**src/rtl/io_mem_streamer.sv**
```systemverilog
// Read-only burst streamer: fetches word_count words from a combinational RAM and streams them
// over a valid/ready port. Optional running checksum enabled by IO_STREAM_CHECKSUM_EN.
module io_mem_streamer #(
    parameter int unsigned COUNT_W = 12
) (
    input  logic               clk,
    input  logic               rst_n,
    input  logic               start,
    input  logic [31:0]        base_addr,
    input  logic [COUNT_W-1:0] word_count,
    output logic [31:0]        mem_A,
    output logic               mem_WE,
    input  logic [31:0]        mem_RD,
    output logic [31:0]        out_data,
    output logic               out_valid,
    input  logic               out_ready,
    output logic               busy,
    output logic               done,
    output logic               err,
    output logic [31:0]        checksum
);

    typedef enum logic [1:0] {StIdle, StFetch, StStream, StDone} state_t;

    state_t             state_q, state_d;
    logic [31:0]        addr_q, addr_d;
    logic [COUNT_W-1:0] rem_q, rem_d;
    logic [31:0]        data_q, data_d;
    logic               valid_q, valid_d;
    logic               err_q, err_d;
    logic               accept;
    logic               handshake;

    assign accept    = (state_q == StIdle) && start && (base_addr[1:0] == 2'b00);
    assign handshake = (state_q == StStream) && valid_q && out_ready;

    always_comb begin
        state_d = state_q;
        addr_d  = addr_q;
        rem_d   = rem_q;
        data_d  = data_q;
        valid_d = valid_q;
        err_d   = 1'b0;
        case (state_q)
            StIdle: begin
                if (start) begin
                    if (base_addr[1:0] != 2'b00) begin
                        err_d = 1'b1;
                    end else if (word_count == '0) begin
                        state_d = StDone;
                    end else begin
                        addr_d  = base_addr;
                        rem_d   = word_count;
                        state_d = StFetch;
                    end
                end
            end
            StFetch: begin
                data_d  = mem_RD;
                valid_d = 1'b1;
                addr_d  = addr_q + 32'd4;
                rem_d   = rem_q - COUNT_W'(1);
                state_d = StStream;
            end
            StStream: begin
                if (handshake) begin
                    // rem_q counts words not yet fetched; zero means the presented word is the last
                    if (rem_q != '0) begin
                        data_d = mem_RD;
                        addr_d = addr_q + 32'd4;
                        rem_d  = rem_q - COUNT_W'(1);
                    end else begin
                        valid_d = 1'b0;
                        state_d = StDone;
                    end
                end
            end
            StDone:  state_d = StIdle;
            default: state_d = StIdle;
        endcase
    end

    always_ff @(posedge clk or negedge rst_n) begin
        if (!rst_n) begin
            state_q <= StIdle;
            addr_q  <= '0;
            rem_q   <= '0;
            data_q  <= '0;
            valid_q <= 1'b0;
            err_q   <= 1'b0;
        end else begin
            state_q <= state_d;
            addr_q  <= addr_d;
            rem_q   <= rem_d;
            data_q  <= data_d;
            valid_q <= valid_d;
            err_q   <= err_d;
        end
    end

`ifdef IO_STREAM_CHECKSUM_EN
    logic [31:0] sum_q;

    always_ff @(posedge clk or negedge rst_n) begin
        if (!rst_n) begin
            sum_q <= '0;
        end else if (accept) begin
            sum_q <= '0;
        end else if (handshake) begin
            sum_q <= sum_q + data_q;
        end
    end

    assign checksum = sum_q;
`else
    logic unused_cfg;
    assign unused_cfg = accept;
    assign checksum   = '0;
`endif

    assign mem_A     = addr_q;
    assign mem_WE    = 1'b0;
    assign out_data  = data_q;
    assign out_valid = valid_q;
    assign busy      = (state_q != StIdle);
    assign done      = (state_q == StDone);
    assign err       = err_q;

endmodule

```
**config.mk**
```make
export PLATFORM = sky130hd
export DESIGN_NAME = io_mem_streamer
export DESIGN_NICKNAME = d
export VERILOG_FILES = /design/src/rtl/io_mem_streamer.sv
export SDC_FILE = /design/constraint.sdc
export NUM_CORES = 1
export LEC_CHECK = 0
export BUFFER_PORTS_ARGS = -buffer_cell sky130_fd_sc_hd__buf_2
export CORE_UTILIZATION = 49
export DETAILED_ROUTE_END_ITERATION = 10
export MAX_ROUTING_LAYER = met4
export PLACE_DENSITY = 0.86
export SLEW_MARGIN = 10
export SYNTH_ARGS = -nofsm -noshare
export SYNTH_HDL_FRONTEND = slang
export SYNTH_SLANG_ARGS = --single-unit
```
**constraint.sdc**
```tcl
create_clock -name clk -period 3.13 [get_ports clk]
set_input_delay 0.4695 -clock clk [delete_from_list [all_inputs] [get_ports clk]]
set_output_delay 0.4695 -clock clk [all_outputs]
set_load 0.02 [all_outputs]
```
; ---- Yosys cells after proc, flatten, opt, wreduce, memory -nomap -nowiden
; Cells that the tools add are included.
; Widths: inputs -> output; s select.
[op_classes]
bitwise_logic = 0
add_sub_neg = 2
eq_ne = 9
reduce_logical = 13
magnitude_cmp = 0
n_mul = 0
muxes = 27
shift = 0
div_mod_pow = 0
[op_table]
columns = cell, count
row1 = $mux 32, 7
row2 = $pmux 32 s3, 1
row3 = $pmux 32 s2, 1
row4 = $mux 12, 5
row5 = $pmux 12 s3, 1
row6 = $add 32x3->32 const B, 1
row7 = $logic_not 12->1, 1
row8 = $reduce_bool 12->1, 1
row9 = $sub 12x1->12 const B, 1
row10 = $mux 2, 5
row11 = $ne 2x2->1 const B, 5
row12 = $pmux 2 s4, 1
row13 = $reduce_and 3->1, 2
row14 = $reduce_and 6->1, 1
row15 = $reduce_bool 2->1, 3
row16 = $mux 1, 5
row17 = $eq 2x2->1 const B, 2
row18 = $reduce_and 4->1, 1
row19 = $reduce_bool 3->1, 1
row20 = $eq 2x1->1 const B, 1
row21 = $logic_and 1x1->1, 2
row22 = $logic_not 2->1, 1
row23 = $ne 2x1->1 const B, 1
row24 = $pmux 1 s2, 1
[word_totals]
rom_bits = 0
elab_cells = 57
ram_bits = 0
latchBits = 0
register_bits = 80
in_bits = 80
n_memories = 0
output_inout_bits = 101

; ---- Logic depth before layout (Yosys ltp)
[depth]
depth_word = 5
ltp_mapped = 10
mapped_depth_nobuf = 8

; ---- Least setup slack after synthesis
; OpenSTA, ideal clock, no wires.
[synth_path]
path_kind = reg2reg
start = register rem_q[0]
end = register data_q[0] (netlist: out_data[0])
setup_ns = 0.125
setup_slack_ns = 0.752
stages_incl_launch_ff = 9
n_path_buf = 1
t_arrival_ns = 2.253
t_required_ns = 3.005
synth_period_minus_slack_ns = 2.378
path_cell_list = dfrtp_1 inv_1 ha_1 or4b_1 or3_1 nor3b_1 a21oi_4 buf_6 mux2_2
[synth_between]
elab_chain_len = 3
[synth_rtl]
columns = element, line_no
row1 = start: declaration, 27  ; logic [COUNT_W-1:0] rem_q, rem_d;
row2 = start signal: assignment, 94  ; rem_q <= rem_d;
row3 = $reduce_bool 12->1, 68  ; if (rem_q != '0) begin
row4 = $ne 2x1->1 (no line), --
row5 = $reduce_and 3->1 (no line), --
row6 = end signal: assignment, 95  ; data_q <= data_d;
row7 = end: declaration, 28  ; logic [31:0] data_q, data_d;
; Every way passes these cells.
; A chain may end at the register's enable or synchronous reset.

; ---- Worst setup path after layout
[layout_path]
start = register rem_q[0]
end = register data_q[12] (netlist: out_data[12])
; Same word-level chain as after synthesis.

==> flow_summary.ini <==
[outcome]
status = finished, violations left
violations = DRC

[global_route]
grt_max_degree = 81
antenna_found_initial = 0
grt_first_pass_wirelength_um = 19000
grt_pass1_vias = 4054
overflow = 0
grtUsageTotal_pct = 24.8

[final_layout]
fin_nets = 702
multiInputGateArea_um2 = 2270
seqCellArea_um2 = 2000
area_growth_pct = 19.7
drive_above_1_share_pct = 32.7
fillers = 736
diodes = 0
fin_area_um2 = 5460

[sta]
slew_violations = 0
fin_skew_ns = 0.0135
fin_crit_ns = 2.70
finalCritPeriodShare_pct = 86.2
hold_violations = 0
fin_setup_tns_ns = 0
tightest_slew_ns = 1.02
rsz0062_at_grt = false
slew_headroom_pct = 31.8
max_freq_mhz = 371
setup_viol = 0

[place]
port_buffers = 147
gp_congestion = 0.895
hpwl_um = 8050
dpl-instance-area_um2 = 5240

[yosys]
ys_seq_elements = 80
yosysTopAreaCellShare_pct = 43.9
ys.flop_type = dfrtp_1
synthArstFlopShare_pct = 100
syn_inst = 477
yosys_warnings = 0
syn-cell-area_um2 = 4560
yosysSeqAreaShare_pct = 43.9
syn-mean-instance-area_um2 = 9.56
synth.area.top_cells = dfrtp_1, mux2_2, buf_4, nor2_1, o22ai_1
synth_top_area_cell = dfrtp_1
synth_most_common_cell = dfrtp_1
ys_types = 53
synth_edf_count = 0
synth_commonest_cells = dfrtp_1, nor2_1, buf_4

[worst_setup_path]
crit_chain = inv_1 -> ha_1 -> or4b_1 -> or3_1 -> nor3b_1 -> a21oi_4 -> buf_4 -> mux2_2
r2r_slack_ns = 0.43
reg2reg_to = out_data[12]
cp_top_family = simple AND/OR/NAND/NOR gates
worst-path-buf-inv = 2
cp-endpoint = out_data[12]
critical_path_cell_count = 8
cp-startpoint = rem_q[0]
critical_path_required_ns = 3.34
worst_path_max_delay_cell = or4b_1
r2r_cells = 8
r2r-start = rem_q[0]
cp.arrival_ns = 2.91
end_kind = flip-flop
max_stage_delay_ns = 0.45
worstSetupStartpointType = flip-flop
crit_type = flip-flop to flip-flop
cp_max_fo = 32

[routing]
drt_first_pass_iters = 8
post_drt_wl_per_cell_um = 15.8
drt-total-wl_um = 11500
drc = 18
vias = 4214
via_per_inst = 5.80
antenna_left = 0
drt_iter0_drc = 219

[clock_network]
clockBufferDepth = 2
clkSlewWorstSetupHoldPaths_ns = 0.08
numCtsBuffers = 9
h-tree-depth = 3
cts_tree = built
cts.root.buffer_cell = clkbuf_8
worst_skew_pair.late_latency_ns = 0.34
post_cts_buffers = 0
cts_hold_buf = 0
ctsResizeCount = 0
clock_sinks = 80

[floorplan]
dieArea_um2 = 9690
die_h_um = 98.5
initial_utilization_pct = 51.5
io_pins = 181
rows = 34
die_w_um = 98.5
coreArea_um2 = 8850

[power]
p_leak_nw = 2.52
ir_drop_uv = 643
total_power_mw = 6.92
power_density_nw_per_um2 = 1270

[hold_path]
hold_class = input pin to asynchronous set/reset pin

[job]
cap_violations = 0
[registers in the layout, summed over array words and instances (netlist names)]
register / cells
err: 1
out_data: 32
mem_A: 32
rem_q: 12
out_valid: 1
state_q: 2
[cells in the final DEF, fill, tap and decap left out, types with 7 or more instances in the layout]
cell type  instances
nand3_1           20
clkbuf_8          11
conb_1            33
dfrtp_1           80
o22ai_1           22
o21ai_0           21
a21oi_1           15
nand4_1           14
mux2_2            25
nand2_1           26
inv_1             10
ha_1               7
buf_2            146
o32ai_1            7
mux2_1             7
nor4_1            10
nor2_1            42
nor3_1            24
and3_1             8
and4_1             7
[layout make-up]
class                   count  area share (%)
multi-input cells         360            41.6
clock inverters             3            1.19
repair buffers            152            14.4
clock buffers              12            2.84
inverters                  11           0.757
well taps                 108            2.48
flip-flops and latches     80            36.7
[worst min path at each step]
stage                 startpoint            to  slack, ns  cells after the start
floorplan                  rst_n           err       0.17                      0
global placement     out_data[5]   out_data[5]       0.47                      1
detailed placement  out_data[26]  out_data[26]       0.48                      1
CTS                    mem_RD[6]   out_data[6]       0.32                      2
global route           mem_RD[6]   out_data[6]       0.33                      2
finish                     rst_n     mem_A[15]       0.31                      1
[where the power goes]
part | total [mW] | switching, mW | internal, mW
registers | 2.11 | 0.520 | 1.59
clock network | 0.846 | 0.357 | 0.488
logic | 3.97 | 2.42 | 1.55
[per-layer routing]
layer / global-route usage, % / vias up / part of all wire, %
li1: - / 1973 / -
met1: 30.0 / 2008 / 40
met2: 41.3 / 211 / 50
met3: 4.04 / 22 / 7.8
met4: 10.1 / 0 / 2.2
met5: - / - / 0
[metrics by stage]
stage / std cells / util, % / setup WS [ns] / hold WS (ns)
after global routing: 726 / 61.7 / 0.223 / 0.330
after CTS: 726 / 61.7 / 0.443 / 0.322
after floorplan: 509 / - / 0.752 / 0.174
final: 726 / 61.7 / 0.431 / 0.311
after detailed placement: 711 / 59.2 / 0.445 / 0.476
after global placement: 711 / 59.2 / 0.535 / 0.468
[cells by family after synthesis]
family,synth area share (%)
AO/OA/AOI/OAI,15.4
adder cells (fa/ha/maj),2.20
buffers and inverters,9.08
flip-flops,43.9
multiplexers,8.34
other,0.0822
AND/OR/NAND/NOR,21.0
Power figures use the tool's default switching activity.
